File: src/rtl/jtag_reg_pkg.sv
// Shared types, frame-geometry helpers and constants for the JTAG register bank.
package jtag_reg_pkg;

  typedef enum logic [1:0] {
    SEL_NONE = 2'd0,
    SEL_ER1  = 2'd1,
    SEL_ER2  = 2'd2
  } sel_e;

  localparam int unsigned ER2_W       = 64;
  localparam int unsigned ADDR_LSB    = 1;
  localparam logic [31:0] ID_CODE_DEF = 32'h4A544731;

  // ER1 frame without the optional parity bit: {data, addr, wr}
  function automatic int unsigned frame_w(input int unsigned addr_w, input int unsigned data_w);
    return 1 + addr_w + data_w;
  endfunction

  function automatic int unsigned data_lsb(input int unsigned addr_w);
    return addr_w + 1;
  endfunction

  // Counter must reach w+1 so that over-length frames are distinguishable
  function automatic int unsigned cnt_w(input int unsigned w);
    return $clog2(w + 2);
  endfunction

endpackage

File: src/rtl/jtag_reg_bank_if.sv
// JTAGG user-register signal group; master is the JTAGG/host side, slave the register bank.
interface jtag_reg_bank_if;
  logic JTDI;
  logic JSHIFT;
  logic JUPDATE;
  logic JCE1;
  logic JCE2;
  logic JRTI1;
  logic JRTI2;
  logic JTDO1;
  logic JTDO2;

  modport master (
    output JTDI, JSHIFT, JUPDATE, JCE1, JCE2, JRTI1, JRTI2,
    input  JTDO1, JTDO2
  );

  modport slave (
    input  JTDI, JSHIFT, JUPDATE, JCE1, JCE2, JRTI1, JRTI2,
    output JTDO1, JTDO2
  );
endinterface

File: src/rtl/jtag_shift_frame.sv
// Capture/shift register for one JTAG data register: LSB-first, TDI enters at the MSB,
// registered TDO and a bit counter that saturates one past the frame width.
module jtag_shift_frame
  import jtag_reg_pkg::*;
#(
  parameter int unsigned W = 37
) (
  input  logic                  clk,
  input  logic                  rst_n,
  input  logic                  capture,
  input  logic                  shift,
  input  logic                  tdi,
  input  logic [W-1:0]          cap_data,
  output logic [W-1:0]          shreg,
  output logic [cnt_w(W)-1:0]   bit_cnt,
  output logic                  tdo
);

  localparam int unsigned CW = cnt_w(W);

  always_ff @(posedge clk) begin
    if (!rst_n) begin
      shreg   <= '0;
      bit_cnt <= '0;
      tdo     <= 1'b0;
    end else if (capture) begin
      shreg   <= cap_data;
      bit_cnt <= '0;
    end else if (shift) begin
      shreg <= {tdi, shreg[W-1:1]};
      tdo   <= shreg[0];
      if (bit_cnt != CW'(W + 1))
        bit_cnt <= bit_cnt + 1'b1;
    end
  end

endmodule

File: src/rtl/jtag_reg_bank.sv
// JTAGG ER1/ER2 bridge onto a bank of NUM_REGS registers; ER2 returns ID and error count.
// Optional even-parity MSB on ER1 frames when JTAG_REG_PARITY_EN is defined.
module jtag_reg_bank
  import jtag_reg_pkg::*;
#(
  parameter int unsigned       DATA_W    = 32,
  parameter int unsigned       ADDR_W    = 4,
  parameter int unsigned       NUM_REGS  = 10,
  parameter logic [31:0]       ID_CODE   = ID_CODE_DEF,
  parameter logic [DATA_W-1:0] RESET_VAL = '0
) (
  input  logic                       JTCK,
  input  logic                       JRSTN,
  jtag_reg_bank_if.slave             jtag,
  output logic [NUM_REGS*DATA_W-1:0] reg_q,
  output logic [NUM_REGS-1:0]        wr_strobe,
  output logic [7:0]                 err_cnt
);

`ifdef JTAG_REG_PARITY_EN
  localparam int unsigned PAR_W = 1;
`else
  localparam int unsigned PAR_W = 0;
`endif
  localparam int unsigned BODY_W   = frame_w(ADDR_W, DATA_W);
  localparam int unsigned SHIFT_W  = BODY_W + PAR_W;
  localparam int unsigned DATA_LSB = data_lsb(ADDR_W);
  localparam int unsigned CW1      = cnt_w(SHIFT_W);
  localparam int unsigned CW2      = cnt_w(ER2_W);

  logic [DATA_W-1:0]  regs [NUM_REGS];
  logic [ADDR_W-1:0]  rd_ptr;
  logic               last_ok;
  sel_e               sel;

  logic               cap_evt;
  logic [BODY_W-1:0]  er1_body;
  logic [SHIFT_W-1:0] er1_cap;
  logic [SHIFT_W-1:0] er1_sh;
  logic [CW1-1:0]     er1_cnt;
  logic [ER2_W-1:0]   er2_cap;
  logic [ER2_W-1:0]   unused_er2_sh;
  logic [CW2-1:0]     unused_er2_cnt;
  logic               unused_rti1;

  logic               f_wr;
  logic [ADDR_W-1:0]  f_addr;
  logic [DATA_W-1:0]  f_data;
  logic               par_ok;
  logic               frame_ok;

  assign unused_rti1 = jtag.JRTI1;
  assign cap_evt     = (jtag.JCE1 | jtag.JCE2) & ~jtag.JSHIFT;

  assign er1_body = {regs[rd_ptr], rd_ptr, last_ok};
`ifdef JTAG_REG_PARITY_EN
  assign er1_cap = {^er1_body, er1_body};
  assign par_ok  = ~^er1_sh;
`else
  assign er1_cap = er1_body;
  assign par_ok  = 1'b1;
`endif
  assign er2_cap = {err_cnt, 24'h0, ID_CODE};

  assign f_wr     = er1_sh[0];
  assign f_addr   = er1_sh[ADDR_LSB +: ADDR_W];
  assign f_data   = er1_sh[DATA_LSB +: DATA_W];
  assign frame_ok = (er1_cnt == CW1'(SHIFT_W)) && ({1'b0, f_addr} < (ADDR_W+1)'(NUM_REGS)) && par_ok;

  jtag_shift_frame #(.W(SHIFT_W)) u_er1 (
    .clk      (JTCK),
    .rst_n    (JRSTN),
    .capture  (cap_evt & jtag.JCE1),
    .shift    (jtag.JCE1 & jtag.JSHIFT),
    .tdi      (jtag.JTDI),
    .cap_data (er1_cap),
    .shreg    (er1_sh),
    .bit_cnt  (er1_cnt),
    .tdo      (jtag.JTDO1)
  );

  // ER1 takes priority when both enables are high at capture
  jtag_shift_frame #(.W(ER2_W)) u_er2 (
    .clk      (JTCK),
    .rst_n    (JRSTN),
    .capture  (cap_evt & ~jtag.JCE1),
    .shift    (jtag.JCE2 & jtag.JSHIFT),
    .tdi      (jtag.JTDI),
    .cap_data (er2_cap),
    .shreg    (unused_er2_sh),
    .bit_cnt  (unused_er2_cnt),
    .tdo      (jtag.JTDO2)
  );

  always_ff @(posedge JTCK) begin
    if (!JRSTN) begin
      sel       <= SEL_NONE;
      rd_ptr    <= '0;
      last_ok   <= 1'b0;
      err_cnt   <= '0;
      wr_strobe <= '0;
      for (int unsigned i = 0; i < NUM_REGS; i++)
        regs[i] <= RESET_VAL;
    end else begin
      wr_strobe <= '0;
      if (cap_evt)
        sel <= jtag.JCE1 ? SEL_ER1 : SEL_ER2;
      else if (jtag.JUPDATE)
        sel <= SEL_NONE;

      if (jtag.JUPDATE && sel == SEL_ER1) begin
        if (frame_ok) begin
          rd_ptr  <= f_addr;
          last_ok <= 1'b1;
          if (f_wr) begin
            regs[f_addr]      <= f_data;
            wr_strobe[f_addr] <= 1'b1;
          end
        end else begin
          last_ok <= 1'b0;
          if (err_cnt != '1)
            err_cnt <= err_cnt + 8'd1;
        end
      end

      if (jtag.JRTI2)
        err_cnt <= '0;
    end
  end

  always_comb begin
    reg_q = '0;
    for (int unsigned i = 0; i < NUM_REGS; i++)
      reg_q[i*DATA_W +: DATA_W] = regs[i];
  end

endmodule

File: src/flat_wrapper.sv
// flat-port wrapper written by rule: the top's interface ports become plain ports
module jtag_reg_bank_flat import jtag_reg_pkg::*;
#(
  parameter int unsigned       DATA_W    = 32,
  parameter int unsigned       ADDR_W    = 4,
  parameter int unsigned       NUM_REGS  = 10,
  parameter logic [31:0]       ID_CODE   = ID_CODE_DEF,
  parameter logic [DATA_W-1:0] RESET_VAL = '0
)
  (JTCK, JRSTN, reg_q, wr_strobe, err_cnt, jtag_JTDI, jtag_JSHIFT, jtag_JUPDATE, jtag_JCE1, jtag_JCE2, jtag_JRTI1, jtag_JRTI2, jtag_JTDO1, jtag_JTDO2);
  jtag_reg_bank_if jtag_i ();
  input  logic JTCK;
  input  logic JRSTN;
  output logic [NUM_REGS*DATA_W-1:0] reg_q;
  output logic [NUM_REGS-1:0] wr_strobe;
  output logic [7:0] err_cnt;
  input wire logic [$bits(jtag_i.JTDI)-1:0] jtag_JTDI;
  input wire logic [$bits(jtag_i.JSHIFT)-1:0] jtag_JSHIFT;
  input wire logic [$bits(jtag_i.JUPDATE)-1:0] jtag_JUPDATE;
  input wire logic [$bits(jtag_i.JCE1)-1:0] jtag_JCE1;
  input wire logic [$bits(jtag_i.JCE2)-1:0] jtag_JCE2;
  input wire logic [$bits(jtag_i.JRTI1)-1:0] jtag_JRTI1;
  input wire logic [$bits(jtag_i.JRTI2)-1:0] jtag_JRTI2;
  output wire logic [$bits(jtag_i.JTDO1)-1:0] jtag_JTDO1;
  output wire logic [$bits(jtag_i.JTDO2)-1:0] jtag_JTDO2;
  assign jtag_i.JTDI = jtag_JTDI;
  assign jtag_i.JSHIFT = jtag_JSHIFT;
  assign jtag_i.JUPDATE = jtag_JUPDATE;
  assign jtag_i.JCE1 = jtag_JCE1;
  assign jtag_i.JCE2 = jtag_JCE2;
  assign jtag_i.JRTI1 = jtag_JRTI1;
  assign jtag_i.JRTI2 = jtag_JRTI2;
  assign jtag_JTDO1 = jtag_i.JTDO1;
  assign jtag_JTDO2 = jtag_i.JTDO2;
  jtag_reg_bank #(.DATA_W(DATA_W), .ADDR_W(ADDR_W), .NUM_REGS(NUM_REGS), .ID_CODE(ID_CODE), .RESET_VAL(RESET_VAL)) u_core (.JTCK(JTCK), .JRSTN(JRSTN), .jtag(jtag_i), .reg_q(reg_q), .wr_strobe(wr_strobe), .err_cnt(err_cnt));
endmodule
File: config.mk
export PLATFORM = sky130hd
export DESIGN_NAME = jtag_reg_bank_flat
export DESIGN_NICKNAME = d
export VERILOG_FILES = /design/src/rtl/jtag_reg_pkg.sv /design/src/rtl/jtag_reg_bank_if.sv /design/src/rtl/jtag_shift_frame.sv /design/src/rtl/jtag_reg_bank.sv /design/src/flat_wrapper.sv
export SDC_FILE = /design/constraint.sdc
export NUM_CORES = 1
export LEC_CHECK = 0
export CORE_MARGIN = 2
export CORE_UTILIZATION = 50
export CTS_BUF_LIST = sky130_fd_sc_hd__clkbuf_4 sky130_fd_sc_hd__clkbuf_8
export DETAILED_ROUTE_END_ITERATION = 6
export PLACE_DENSITY = 0.73
export SLEW_MARGIN = 20
export SYNTH_ARGS = -nofsm -noshare
export SYNTH_HDL_FRONTEND = slang
export SYNTH_SLANG_ARGS = --single-unit
File: constraint.sdc
create_clock -name JTCK -period 8.1 [get_ports JTCK]
set_input_delay 1.62 -clock JTCK [delete_from_list [all_inputs] [get_ports JTCK]]
set_output_delay 1.62 -clock JTCK [all_outputs]
set_load 0.01 [all_outputs]
# Word-level counts from Yosys, hierarchy flattened
# Memory sizes are Yosys's and may differ from the RTL's. A register that Yosys moved wholly into a read port is not among the register bits.
# Index checks and enable logic that the tools add are counted.
# Widths: inputs -> output; s select.
classes:
  n_lt_le_gt_ge: 3
  reduce_logical: 16
  eq_ne: 4
  n_bitwise: 12
  add_sub_neg: 2
  muxes: 21
op_table:
  columns: ["operator", "count"]
  rows:
  - ["$mux 64", 2]
  - ["$mux 37", 2]
  - ["$mux 32", 1]
  - ["$reduce_or 32->1", 1]
  - ["$mux 4", 3]
  - ["$mux 1", 9]
  - ["$add 8x1->8 const B", 1]
  - ["$ne 8x8->1 const B", 1]
  - ["$reduce_and 2->1", 4]
  - ["$add 6x1->6 const B", 1]
  - ["$eq 6x6->1 const B", 1]
  - ["$mux 2", 3]
  - ["$ne 6x6->1 const B", 1]
  - ["$not 1->1", 6]
  - ["$reduce_bool 2->1", 3]
  - ["$reduce_or 2->1", 3]
  - ["$and 1x1->1", 5]
  - ["$lt 4x5->1 const B", 1]
  - ["$demux 1 s4", 1]
  - ["$ge 4x1->1 const B", 1]
  - ["$lt 4x4->1 const B", 1]
  - ["$reduce_and 4->1", 1]
  - ["$logic_and 1x1->1", 3]
  - ["$reduce_and 3->1", 1]
  - ["other kinds (2)", 2]
totals:
  memories: 1
  mem_bits_rw: 320
  out_inout_bits: 340
  regBits: 134
  word_cells: 70
  inputBits: 9
mem_list:
  columns: ["memory", "words", "width", "rd", "rd_clocked_by_memory_dff", "write_ports", "line", "text"]
  rows:
  - ["u_core.regs", 10, 32, 11, 1, 10, "jtag_reg_bank.sv:31", "logic [DATA_W-1:0] regs [NUM_REGS];"]

# Depth between registers and ports, before layout
# Gate-level depths: netlist of the first run.
logic_depth:
  depth_word: 8
  mapped_depth: 7
  ltp_nobuf: 5

# Cells and area by module
# Synthesis of the first run repeated with hierarchy kept, for this count alone.
unflattened:
  cells_unflattened: 1822
  hier_area_um2: 28434.8
modules_own_cells:
  columns: ["module", "cells_per_inst", "instances", "area_per_inst_um2", "seq_area_each_um2"]
  rows:
  - ["jtag_reg_bank", 1190, 1, 22898.2, 15955.3]
  - ["jtag_shift_frame at u_core.u_er2", 392, 1, 3407.0, 1441.4]
  - ["jtag_shift_frame at u_core.u_er1", 240, 1, 2129.5, 880.8]

# Least setup slack after synthesis of the first run
# Ideal clock, no wire load.
synth_path:
  path_kind: "in2reg"
  from: "input port jtag_JUPDATE"
  to: "memory u_core.regs[9][0], enable pin"
  arrival_ns: 5.551
  required_time_ns: 7.589
  slack_ns: 2.038
  stages: 3
  setup_ns: 0.511
  cell_sequence: "and3b_1 > nand4_1 > o41ai_1"
synth_rtl:
  columns: ["element", "line", "text"]
  rows:
  - ["start, declared", "flat_wrapper.sv:19", "input wire logic [$bits(jtag_i.JUPDATE)-1:0] jtag_JUPDATE;"]
  - ["end, declared", "jtag_reg_bank.sv:31", null]

==> results of run 1 <==
-- critical path, stage by stage --
cell             delay, ns
clkdlybuf4s50_1       0.51
and3b_1               0.22
nand4_2               0.59
nor4_4                0.46
buf_4                 0.57
nand2b_2              0.65
buf_4                 0.51
-- sequential cells by signal (all words and copies together) (netlist names), named ones only --
register / flops
u_core.err_cnt: 8
u_core.last_ok: 1
u_core.rd_ptr: 4
u_core.regs: 512
u_core.sel: 2
u_core.u_er1.bit_cnt: 6
u_core.u_er1.shreg: 37
u_core.u_er1.tdo: 1
u_core.u_er2.shreg: 64
u_core.u_er2.tdo: 1
u_core.wr_strobe: 10
-- metrics by stage --
stage	instances	utilization, %	worst slack, ns	cell area (um^2)	hold slack (ns)
after floorplan	2032	-	2.038	27610	0.4321
after global placement	2960	59.21	2.709	31680	0.4366
after detailed placement	2960	59.21	2.624	31680	0.4434
after CTS	3159	63.48	3.341	33960	0.4487
after global routing	3159	63.48	3.219	33960	0.4672
final	3160	63.49	3.256	33960	0.4475
-- kinds of logic (layout without fill, tap and decap cells) --
| group | count (synthesis) | count (layout) | share of synthesized area [%] |
|---|---|---|---|
| and+or+nand+nor | 654 | 654 | 13.45 |
| other | 1 | 193 | 0.01394 |
| AOI/OAI and AO/OA | 215 | 215 | 4.987 |
| muxes | 155 | 155 | 11.31 |
| adders and majority gates | 4 | 4 | 0.1861 |
| buffers and inverters | 158 | 589 | 2.480 |
| DFF | 650 | 650 | 67.44 |
| xor gates and xnor gates | 4 | 4 | 0.1303 |
-- worst paths after layout --
kind	slack, ns	cells after the start	start	end
max reg2reg	4.17	6	u_core.u_er1.shreg[3]	u_core.regs[5][27]
min reg2reg	0.45	2	u_core.u_er2.shreg[49]	u_core.u_er2.shreg[48]
max	3.26	7	jtag_JUPDATE	u_core.regs[5][27]
min	0.45	2	u_core.u_er2.shreg[49]	u_core.u_er2.shreg[48]
-- power groups by stage --
stage / Sequential, mW / Combinational [mW] / Clock [mW]
after floorplan: 3.83 / 0.151 / 0
after global placement: 3.85 / 0.349 / 0
after detailed placement: 3.85 / 0.353 / 0
after CTS: 3.79 / 0.355 / 3.04
after global routing: 3.80 / 0.378 / 3.20
final: 3.79 / 0.359 / 3.01
-- placed cells by master, fill, tap and decap left out, types with 5 or more instances in the layout --
| master | synthesis | final |
|---|---|---|
| a31oi_1 | 13 | 13 |
| edfxtp_1 | 512 | 512 |
| clkdlybuf4s50_1 | 0 | 347 |
| nand2b_1 | 16 | 7 |
| clkbuf_8 | 0 | 127 |
| o22ai_1 | 24 | 24 |
| clkbuf_4 | 0 | 43 |
| and2_1 | 321 | 319 |
| clkinv_1 | 0 | 12 |
| mux2i_1 | 35 | 35 |
| inv_1 | 6 | 6 |
| and3_1 | 24 | 24 |
| o31ai_1 | 26 | 26 |
| o21ai_0 | 29 | 29 |
| nand2_1 | 214 | 214 |
| a22oi_1 | 8 | 8 |
| nor3_1 | 5 | 5 |
| buf_4 | 10 | 34 |
| nand2b_2 | 0 | 9 |
| conb_1 | 1 | 192 |
| nand3_1 | 13 | 11 |
| mux4_2 | 119 | 119 |
| a211oi_1 | 8 | 8 |
| dfxtp_1 | 138 | 135 |
| clkinv_2 | 0 | 11 |
| nor2_1 | 21 | 18 |
| a21oi_1 | 71 | 71 |
| nor2b_1 | 7 | 7 |
-- synth_stat cells (all sizes together), types with 5 or more instances --
cell type,count,area [um^2]
nor4,5,91.34
a21oi,71,355.3
nor2,21,78.83
o22ai,24,150.1
o21ai,33,168.9
a22oi,8,60.06
clkbuf,105,394.1
and2,321,2008
nor2b,7,43.79
nand2b,16,100.1
a211oi,8,60.06
mux2i,35,350.3
nand3,13,65.06
inv,9,33.78
dfxtp,138,2763
nor3,9,65.06
a31oi,13,81.33
mux4,119,2680
and3,24,150.1
o31ai,26,195.2
nand2,215,814.5
buf,44,239.0
edfxtp,512,15370
-- area by class of cell --
class | count | area, um^2
repair buffers | 381 | 3729
inverters | 9 | 33.78
diodes | 1 | 2.502
clock inverters | 29 | 212.7
flip-flops and latches | 650 | 18150
multi-input cells | 1224 | 8897
well taps | 696 | 870.8
fillers | 3891 | 19530
clock buffers | 170 | 2071
-- metal layers --
layer  wire (um)  share of wire, %
met2       37280                47
met5           0                 0
met1       31000                39
met4        3037               3.8
met3        8769                11
==> impl_results.md, run 1 <==
* Initial DRC Count at about 2200
* Least-Margin Pin Slew at approximately 1.1 ns
* Max H-tree Level at 3
* Endpoints failing setup at 0
* FMAX at roughly 0.21 GHz
* Cts repair resizes at 0
* YS warnings at 0
* MaxCap Viol Count at 0
* I/O pin total at about 350
* Layout cells sized above 1 at about 15%
* Sum Neg Setup Slack at 0 ns
* Max VDD drop at ~0.11 mV
* Final Power at about 7.2 mW
* Logic pwr share at under 10%
* Ys flop type: edfxtp_1
* Met2 usage at roughly 44%
* WP data required at between 8 and 9 ns
* CTS tree: built
* M1 GR Usage at roughly two fifths
* Die ar. at 55660 um^2
* Post-Synthesis Cells at between 1500 and 2000
* Clock share of power at between 40% and 50%
* Vias in the first global route at between 15000 and 20000
* DIE WIDTH at ~240 um
* Internal power at about 5.6 mW
* Rel. slew slack at between 20% and 30%
* Crit start category: input pin
* Final worst path period share at about 60%
* Count of hold-fix buffers inserted at cts at 0
* Number of synthesized flops with an enable pin at about 510
* Class of the worst hold path: reg -> reg
* Worst-Skew Late Latency at 0.71 ns
* Hold Fails Final Rpt at 0
* RePlAce Congestion at roughly 0.85
* Clk sinks at 650
* #FFs+latches synth at 650
* Initial Util at between 50% and 60%
* Clk buf depth at 3
* RSZ-0062 raised after global routing: no
* Sequential share of the synthesized area at between 60% and 70%
* FP Rows at 85
* Status: finished, final reports clean
* CP Max Fanout at 34
* Leak at 12.37 nW
* Hpwl dp at ~49000 um
* Via/cell ratio at about 5.7
* Cts bufs inserted at about 110
* Antenna-violating nets left at 0
* Sequential power share at between 50% and 60%
* Clock skew at 0.03726 ns
* Clk root buf: clkbuf_8
* Initial antenna violation count at 2
* Met3 GRT Util at under 10%
* Sw Ratio at 22.36%
* Remaining DRCs at 0
* Synthesized area per cell at ~15 um^2
* Crit path time final at between 4 and 5 ns
* Critical Path AT at about 5.2 ns
* Pins Over Slew Limit at 0
* Nature of the critical path endpoint: flop
* Post-synthesis cell area at 26890 um^2
* First-pass GRT wire length at 116100 um
* Placeable Area at 53500 um^2
* Total track usage at between 20% and 30%
* Vias at roughly 18000
* Die span in y at around 240 um
* Total gr overflow at 0
* Port Buffers at roughly 350
* Cell variety after synth at between 60 and 70
* Switching power at 1.601 mW
* Final #Nets at approximately 2400
* Area delta synth->final at 26.29%
* Gr busiest metal: met2
* Largest net degree at the start of global routing at about 70
* Postcts setup bufs at 0
* Router iterations before antenna repair at 5
* CP Class: in -> reg
* Power per cell area at 210.8 nW/um^2
* Clock transition at path regs at 0.06 ns
* Routed WL per cell at 25.34 um
* Final wirelength at between 80000 and 90000 um
* Async set-reset flop share out of synthesis at 0%
No activity file was read; power rests on OpenSTA's default activity.
==> run 2, diff against run 1 <==
Settings changed: PLACE_DENSITY 0.73 to 0.76.
Clock period 8.1 ns to 4.25 ns, I/O delays scaled along.
==> impl_results.md, run 2 (synthesized netlist as in run 1, its figures left out) <==
* Status: finished, final reports clean
* Filler cells at about 3900
* Rel. slew slack at between 30% and 40%
* Placeable Area at between 50000 and 60000 um^2
* Cts repair resizes at 0
* Largest regs: u_core.regs (512), u_core.u_er2.shreg (64), u_core.u_er1.shreg (37)
* Clk sinks at between 600 and 700
* Layout cells sized above 1 at around 16%
* Final Core Density at a little under two thirds
* Remaining DRCs at 0
* Die span in y at between 200 and 250 um
* Hold Fails Final Rpt at 0
* Final wirelength at 81680 um
* Die ar. at around 56000 um^2
* I/O pin total at approximately 350
* Crit start category: input pin
* Crit path time final at slightly above 3 ns
* Total gr overflow at 0
* Critical Path AT at approximately 3.3 ns
* CP Max Fanout at 20
* Number of flip-flops in the largest register at ~500
* Clock skew at 0.03477 ns
* Count of hold-fix buffers inserted at cts at 0
* Class of the worst hold path: reg -> reg
* Final #Nets at approximately 2400
* Vias in the first global route at about 18000
* Leak at between 10 and 15 nW
* Antenna-violating nets left at 0
* Initial antenna violation count at 2
* Routed WL per cell at ~26 um
* Nature of the critical path endpoint: flop
* Largest net degree at the start of global routing at 59
* Sum Neg Setup Slack at 0 ns
* Final worst path period share at between 70% and 80%
* DIE WIDTH at around 240 um
* FMAX at approximately 0.33 GHz
* Postcts setup bufs at 0
* Placed Cells at 2983
* Clk root buf: clkbuf_8
* RePlAce Congestion at 0.8381
* Total track usage at around 29%
* Hold Slack at roughly 0.44 ns
* Most flops, register: u_core.regs
* Clock transition at path regs at around 0.060 ns
* Port Buffers at approximately 350
* Area delta synth->final at 26.80%
* Final Power at between 10 and 15 mW
* Via/cell ratio at around 5.7
* Initial DRC Count at around 2200
* Pins Over Slew Limit at 0
* FP Rows at 85
* Worst-Skew Late Latency at between 0.7 and 0.8 ns
* Most frequent cells in the layout: edfxtp_1, clkdlybuf4s50_1, and2_1
* Power per cell area at ~400 nW/um^2
* FF+latch area at 18150 um^2
* Max H-tree Level at 3
* CTS tree: built
* Router iterations before antenna repair at 5
* Least-Margin Pin Slew at 0.9692 ns
* Fin cells at between 3000 and 4000
* Cts bufs inserted at about 100
* RSZ-0062 raised after global routing: no
* Area of the multi-input gates at just under 9000 um^2
* WP data required at ~4.6 ns
* Max VDD drop at 0.2946 mV
* MaxCap Viol Count at 0
* Initial Util at between 50% and 60%
* Clk buf depth at 3
* Endpoints failing setup at 0
* Hpwl dp at around 51000 um
* Vias at about 18000
* CP Class: in -> reg
* First-pass GRT wire length at about 120000 um
* Leading cell type in the layout, fill and taps excluded: edfxtp_1
==> run 2: final timing paths <==
| check | start | endpoint | slack, ns | depth (start not counted) |
|---|---|---|---|---|
| worst min register to register | u_core.u_er2.shreg[38] | u_core.u_er2.shreg[37] | 0.44 | 2 |
| worst min-delay path | u_core.u_er2.shreg[38] | u_core.u_er2.shreg[37] | 0.44 | 2 |
| worst max-delay path | jtag_JUPDATE | u_core.regs[0][17] | 1.23 | 7 |
| worst max register to register | u_core.u_er1.shreg[2] | u_core.regs[0][17] | 1.43 | 6 |
==> run 2: metal layers <==
layer	track usage [%]	routed length [um]
met4	11.10	2656
met5	0	0
met1	36.97	30440
met3	10.06	9770
met2	46.60	38820
==> run 2: report_power, final <==
| group | internal [mW] | leakage [nW] | switching, mW |
|---|---|---|---|
| sequential | 7.04 | 6.41 | 0.170 |
| clock | 3.11 | 1.16 | 2.45 |
| combinational | 0.299 | 4.89 | 0.409 |
==> run 2: final cells by class <==
| cell class | instances | share of cell area [%] |
|---|---|---|
| Antenna cell | 1 | 0.007338 |
| Inverter | 9 | 0.09907 |
| Sequential cell | 650 | 53.21 |
| Tap cell | 696 | 2.554 |
| Timing Repair Buffer | 404 | 11.62 |
| Clock buffer | 162 | 5.750 |
| Multi-Input combinational cell | 1224 | 26.12 |
| Clock inverter | 30 | 0.6311 |
==> run 2: critical path, cell delays in order <==
cell and delay [ns]:
clkdlybuf4s50_1 0.51, and3b_1 0.22, nand4_2 0.52, buf_4 0.37, nor4_4 0.24, nand2b_2 0.18
buf_4 0.42
==> run 2: metrics by stage <==
step	setup slack [ns]	area [um^2]
global placement	0.6735	31920
finish	1.228	34100
global route	1.185	34100
floorplan	0.4755	27620
detailed placement	0.6110	31920
CTS	1.317	34100
